## src/rtl/ctrl_signal_encoder_if.sv

```systemverilog
// Command handshake and control-code bus between a command source and ctrl_signal_encoder.
// The err_count signal exists only when CTRL_ENC_ERR_CNT_EN is defined.
interface ctrl_signal_encoder_if #(
  parameter int unsigned ERR_CNT_W = 8
);
  logic                 cmd_valid;
  logic [1:0]           cmd;
  logic                 cmd_ready;
  logic [3:0]           control_signal;
  logic                 locked;
  logic                 cmd_err;
`ifdef CTRL_ENC_ERR_CNT_EN
  logic [ERR_CNT_W-1:0] err_count;

  modport master (
    output cmd_valid, cmd,
    input  cmd_ready, control_signal, locked, cmd_err, err_count
  );
  modport slave (
    input  cmd_valid, cmd,
    output cmd_ready, control_signal, locked, cmd_err, err_count
  );
`else
  if (ERR_CNT_W < 1) begin : g_bad_width
    $error("ERR_CNT_W must be at least 1");
  end

  modport master (
    output cmd_valid, cmd,
    input  cmd_ready, control_signal, locked, cmd_err
  );
  modport slave (
    input  cmd_valid, cmd,
    output cmd_ready, control_signal, locked, cmd_err
  );
`endif
endinterface

```

## src/rtl/ctrl_signal_encoder.sv

```systemverilog
// Enable/disable/lock encoder driving the 4-bit control_signal bus, with a post-change settle window.
// Optional saturating rejected-command counter enabled by CTRL_ENC_ERR_CNT_EN.
module ctrl_signal_encoder #(
  parameter int unsigned SETTLE_CYCLES = 4,
  parameter int unsigned ERR_CNT_W     = 8
) (
  input  logic                 clk,
  input  logic                 rst_n,
  ctrl_signal_encoder_if.slave bus
);

  localparam int unsigned CNT_W = $clog2(SETTLE_CYCLES + 1);

  if (SETTLE_CYCLES < 1 || ERR_CNT_W < 1) begin : g_param_check
    $error("SETTLE_CYCLES and ERR_CNT_W must both be at least 1");
  end

  // Enum values equal the emitted codes, so the bus is the state register itself.
  typedef enum logic [1:0] {
    ST_IDLE = 2'b00,
    ST_EN   = 2'b01,
    ST_DIS  = 2'b10,
    ST_LOCK = 2'b11
  } state_t;

  state_t           state_q, state_d;
  logic [CNT_W-1:0] settle_q, settle_d;
  logic             locked_q, locked_d;
  logic             err_q, err_d;
  logic             ready;
  logic             xfer;

  assign ready = (settle_q == '0) || (state_q == ST_LOCK);
  assign xfer  = bus.cmd_valid && ready;

  always_ff @(posedge clk or negedge rst_n) begin
    if (!rst_n) begin
      state_q  <= ST_IDLE;
      settle_q <= '0;
      locked_q <= 1'b0;
      err_q    <= 1'b0;
    end else begin
      state_q  <= state_d;
      settle_q <= settle_d;
      locked_q <= locked_d;
      err_q    <= err_d;
    end
  end

  always_comb begin
    state_d  = state_q;
    err_d    = 1'b0;
    settle_d = (settle_q != '0) ? settle_q - 1'b1 : '0;

    if (xfer) begin
      if (state_q == ST_LOCK) begin
        err_d = 1'b1;
      end else begin
        unique case (bus.cmd)
          2'b00: state_d = ST_IDLE;
          2'b01: state_d = ST_EN;
          2'b10: state_d = ST_DIS;
          2'b11: begin
            if (state_q == ST_DIS) state_d = ST_LOCK;
            else                   err_d   = 1'b1;
          end
          default: state_d = state_q;
        endcase
      end
    end

    // Only a real code change opens a settle window; same-state commands do not.
    if (state_d != state_q) begin
      settle_d = CNT_W'(SETTLE_CYCLES);
    end

    locked_d = (state_d == ST_LOCK);
  end

  assign bus.cmd_ready      = ready;
  assign bus.control_signal = {2'b00, state_q};
  assign bus.locked         = locked_q;
  assign bus.cmd_err        = err_q;

`ifdef CTRL_ENC_ERR_CNT_EN
  logic [ERR_CNT_W-1:0] err_cnt_q, err_cnt_d;

  always_comb begin
    err_cnt_d = err_cnt_q;
    if (err_d && (err_cnt_q != '1)) begin
      err_cnt_d = err_cnt_q + 1'b1;
    end
  end

  always_ff @(posedge clk or negedge rst_n) begin
    if (!rst_n) err_cnt_q <= '0;
    else        err_cnt_q <= err_cnt_d;
  end

  assign bus.err_count = err_cnt_q;
`endif

endmodule

```

## src/flat_wrapper.sv

```systemverilog
// flat-port wrapper written by rule: the top's interface ports become plain ports
module ctrl_signal_encoder_flat 
#(
  parameter int unsigned SETTLE_CYCLES = 4,
  parameter int unsigned ERR_CNT_W     = 8
)
  (clk, rst_n, bus_cmd_valid, bus_cmd, bus_cmd_ready, bus_control_signal, bus_locked, bus_cmd_err);
  ctrl_signal_encoder_if #(.ERR_CNT_W(ERR_CNT_W)) bus_i ();
  input  logic clk;
  input  logic rst_n;
  input wire logic [$bits(bus_i.cmd_valid)-1:0] bus_cmd_valid;
  input wire logic [$bits(bus_i.cmd)-1:0] bus_cmd;
  output wire logic [$bits(bus_i.cmd_ready)-1:0] bus_cmd_ready;
  output wire logic [$bits(bus_i.control_signal)-1:0] bus_control_signal;
  output wire logic [$bits(bus_i.locked)-1:0] bus_locked;
  output wire logic [$bits(bus_i.cmd_err)-1:0] bus_cmd_err;
  assign bus_i.cmd_valid = bus_cmd_valid;
  assign bus_i.cmd = bus_cmd;
  assign bus_cmd_ready = bus_i.cmd_ready;
  assign bus_control_signal = bus_i.control_signal;
  assign bus_locked = bus_i.locked;
  assign bus_cmd_err = bus_i.cmd_err;
  ctrl_signal_encoder #(.SETTLE_CYCLES(SETTLE_CYCLES), .ERR_CNT_W(ERR_CNT_W)) u_core (.clk(clk), .rst_n(rst_n), .bus(bus_i));
endmodule
```

## config.mk

```make
export PLATFORM = sky130hd
export DESIGN_NAME = ctrl_signal_encoder_flat
export DESIGN_NICKNAME = d
export VERILOG_FILES = /design/src/rtl/ctrl_signal_encoder_if.sv /design/src/rtl/ctrl_signal_encoder.sv /design/src/flat_wrapper.sv
export SDC_FILE = /design/constraint.sdc
export NUM_CORES = 1
export LEC_CHECK = 0
export CORE_AREA = 3 3 40 42
export CTS_BUF_LIST = sky130_fd_sc_hd__clkbuf_8
export CTS_CLUSTER_DIAMETER = 60
export DETAILED_ROUTE_END_ITERATION = 10
export DIE_AREA = 0 0 43 45
export HOLD_SLACK_MARGIN = 0.02
export PLACE_DENSITY = 0.51
export SYNTH_ARGS = -nofsm -noshare
export SYNTH_HDL_FRONTEND = slang
export SYNTH_SLANG_ARGS = --single-unit
```

## constraint.sdc

```tcl
create_clock -name clk -period 3.77 [get_ports clk]
set_input_delay 0.377 -clock clk [delete_from_list [all_inputs] [get_ports clk]]
set_output_delay 0.377 -clock clk [all_outputs]
set_load 0.02 [all_outputs]
```

After elaboration in Yosys (flattened, before gate mapping)
Index checks and enable logic that the tools add are counted.

Bits in registers: 7. Output and inout port bits: 7.

Eq/ne operators: 7. Reduce and logical (&&, ||, !) cells: 5. Muxes and demuxes: 10. Add/subtract/negate cells: 1.

Operators with widths (count): 2-bit equality test, second input constant (5); 2-bit one-hot mux with 4 select lines (1); 2-bit two-way mux (3); 3-bit two-way mux (2); 1-bit two-way mux (4); 3-bit logical NOT (1); 3-bit nonzero test (1); 3-bit by 1-bit subtractor with 3-bit output, second input constant (1); 2-bit by 1-bit equality test with 1-bit output, second input constant (1); 2-bit logical NOT (1); 2-bit != test (1); 1-bit logical AND (1); 1-bit logical OR (1).

Longest topological paths before layout
Depth in word-level cells: 7. Depth in mapped cells: 4. Mapped depth without buffers: 3.

Worst setup path after synthesis
OpenSTA, ideal clock, no wires.

Kind: reg-to-output. Start: register u_core.settle_q[1]. End: output bus_cmd_ready. Path slack: 2211 ps. Required time: 3393 ps. Stages on the path, launching flop included: 3. Arrival time: 1182 ps. Cells stage by stage: dfrtp_1 > or2_2 > o21ai_0.

Longest elaborated chain between the ends: 2.

RTL lines: start: declaration (line ctrl_signal_encoder.sv:27) `logic [CNT_W-1:0] settle_q, settle_d;`; start signal: assignment (line ctrl_signal_encoder.sv:44) `settle_q <= settle_d;`; 3-bit logical NOT (line ctrl_signal_encoder.sv:33) `assign ready = (settle_q == '0) || (state_q == ST_LOCK);`; 1-bit logical OR (line ctrl_signal_encoder.sv:33); end: declaration (line flat_wrapper.sv:13) `output wire logic [$bits(bus_i.cmd_ready)-1:0] bus_cmd_ready;`.

No other way between the ends.

Final worst setup path
Ends and elaborated chain as after synthesis.

==> results by group <==
Outcome
  – Status: completed

Cells and area
  – Nets@finish: 56
  – Antenna cells: 0
  – Commonest non-fill, non-tap cell in the layout: clkdlybuf4s50_1
  – Layout cells sized above 1: 8.00%
  – Area Overhead vs Synth: 35.4%
  – Cell area after layout: 498 um2
  – Most frequent cells in the layout: clkdlybuf4s50_1, dfrtp_1, nor2_1

Job
  – Total of max-cap violations: 0

Drt
  – Vias: 312
  – Highest routed layer: met4
  – Met1 wire length: 327 um
  – Via density: 4.80
  – DRC: 0
  – WL per Instance: 11.8 um
  – DR iter-0 viols: 4
  – Post-route ant nets: 0
  – Drt pass-1 iters: 3
  – Met3 routed wirelength: 67 um
  – Met2 WL post-DR: 356 um
  – Total wire length: 768 um

Setup path
  – Reg2Reg Setup Slack: 2.20 ns
  – Worst EP required: 3.39 ns
  – Setup crit end kind: output pin
  – Crit path max fanout: 4
  – Crit Reg-Reg Startpoint: u_core.settle_q[2]
  – Register-to-Register Path Depth: 3
  – Startpoint Class: register
  – WP data arrival: 1.76 ns
  – R2r endpoint: u_core.state_q[0]
  – Critical path class: register to output pin

Placement
  – IO Port Bufs: 9
  – DP Area: 453 um2
  – Placer congestion estimate: 0.727
  – HPWL after DPL: 519 um
  – Pre-CTS setup slack: 1.86 ns

Floorplan
  – Initial Util: 28.6%
  – CORE AREA: 0.00128 mm2
  – Area of the die: 0.00194 mm2
  – Die W: 43 um
  – Chip height: 45 um
  – # rows: 13
  – IO Count: 12

Clocking
  – Skew-Pair Late Insertion Delay: 0.23 ns
  – Number of CTS-inserted buffers: 3
  – Postcts setup bufs: 0
  – Clk root buf: clkbuf_8
  – CTS Hold Bufs: 0
  – Reg clk slew, reported paths: 0.04 ns
  – Clock tree from TritonCTS: built
  – Clock Sinks: 7
  – Post_cts resized: 0
  – CTS max path bufs: 2
  – H-tree Lvls: 1

Yosys
  – Synth Instances: 40
  – Synth cell types: 20
  – Post-synthesis sequential area ratio: 47.6%
  – Mapped cell area: 368 um2
  – Mapped Avg Cell Area: 9.20 um2
  – Yosys warns: 0
  – Synthesis-stage register bit count: 7

STA
  – Final Setup Violations: 0
  – Final Cycle Share: 56.6%
  – Fin. max-slew vios: 0
  – Worst hold margin: 0.420 ns
  – Sum of negative setup slack: 0 ns
  – Final Hold Fails: 0
  – Clk_skew: 0.00128 ns
  – Final worst setup slack: 1.64 ns
  – RSZ-0062 raised after global routing: no
  – Minimum clock period: 2.13 ns
  – Peak Freq: 469 MHz

Worst hold path
  – HP Class: input pin to asynchronous set/reset pin

GRT
  – Initial antenna violation count: 0
  – Overall Global Routing Usage: 9.64%
  – GRT overflow: 0
  – First-pass GRT wire length: 1320 um
  – Largest net degree at the start of global routing: 11
  – Number of global-route vias before repair: 279

Pwr
  – Cell area power density: 803 mW/mm2
  – IR drop worst, VDD: 0.000255 V
  – Pleak: 0.229 nW
==> power breakdown <==
group / leakage, nW / internal [W] / total [W] / switching [W]
Clock: 0.0269 / 0.0000704 / 0.000103 / 0.0000329
Combinational: 0.114 / 0.0000818 / 0.000162 / 0.0000800
Sequential: 0.0884 / 0.000102 / 0.000135 / 0.0000327
==> registers in the layout, summed over array words and instances, names as in the netlist <==
name                count
u_core.bus.locked       1
u_core.bus.cmd_err      1
u_core.state_q          2
u_core.settle_q         3
==> metrics by stage <==
step                      cells  util [%]  power, W
after CTS                    65      38.8  0.000404
final                        65      38.8  0.000400
after floorplan              41         -  0.000235
after detailed placement     61      35.2  0.000296
after global placement       61      35.2  0.000294
after global routing         65      38.8  0.000429
==> worst max path at each step <==
| stage | startpoint | to | slack (ns) | cells past startpoint |
|---|---|---|---|---|
| 2_1_floorplan | u_core.settle_q[1] | bus_cmd_ready | 2.21 | 2 |
| 3_3_place_gp | bus_cmd_valid | u_core.state_q[0] | 1.86 | 4 |
| 3_5_place_dp | bus_cmd_valid | u_core.state_q[0] | 1.86 | 4 |
| 4_1_cts | u_core.settle_q[1] | bus_cmd_ready | 1.64 | 3 |
| 5_1_grt | u_core.settle_q[1] | bus_cmd_ready | 1.56 | 3 |
| 6_report | u_core.settle_q[1] | bus_cmd_ready | 1.64 | 3 |
==> worst max-delay path, cell delays in order, from the launching register on <==
cell	delay [ns]
dfrtp_1	0.40
or2_2	0.34
o21ai_0	0.16
clkdlybuf4s50_1	0.63
==> cell type report <==
| class | instances | area, um2 |
|---|---|---|
| Clock buffer | 3 | 41.3 |
| Clock inverter | 1 | 3.75 |
| Fill cell | 135 | 787 |
| Inverter | 2 | 7.51 |
| Multi-Input combinational cell | 28 | 161 |
| Sequential cell | 7 | 175 |
| Tap cell | 15 | 18.8 |
| Timing Repair Buffer | 9 | 90.1 |
==> logic make-up after synthesis <==
family,after synthesis,synth area share (%)
buffers and inverters,6,9.52
other,1,1.02
AOI/OAI and AO/OA,12,22.8
DFF,7,47.6
and+or+nand+nor,14,19.1
==> layer usage <==
layer / track usage, % / up-vias
met3: 5.18 / 5
met4: 7.23 / 0
met2: 14.4 / 12
met1: 10.3 / 144
met5: 0 / -
li1: - / 151
==> cells in the mapped netlist (all sizes together) <==
library cell | instances | area, um2
and2 | 1 | 6.26
conb | 1 | 3.75
o21ai | 4 | 20.0
or2 | 1 | 6.26
a21o | 1 | 7.51
o21a | 2 | 15.0
dfrtp | 7 | 175
a21oi | 1 | 5.00
o2bb2ai | 1 | 8.76
nor2 | 5 | 18.8
o41ai | 1 | 8.76
and2b | 1 | 7.51
buf | 4 | 27.5
nand2 | 4 | 15.0
o22a | 1 | 8.76
or3 | 1 | 6.26
a32o | 1 | 10.0
or4b | 1 | 10.0
inv | 2 | 7.51
(Power assumes the default switching activity.)
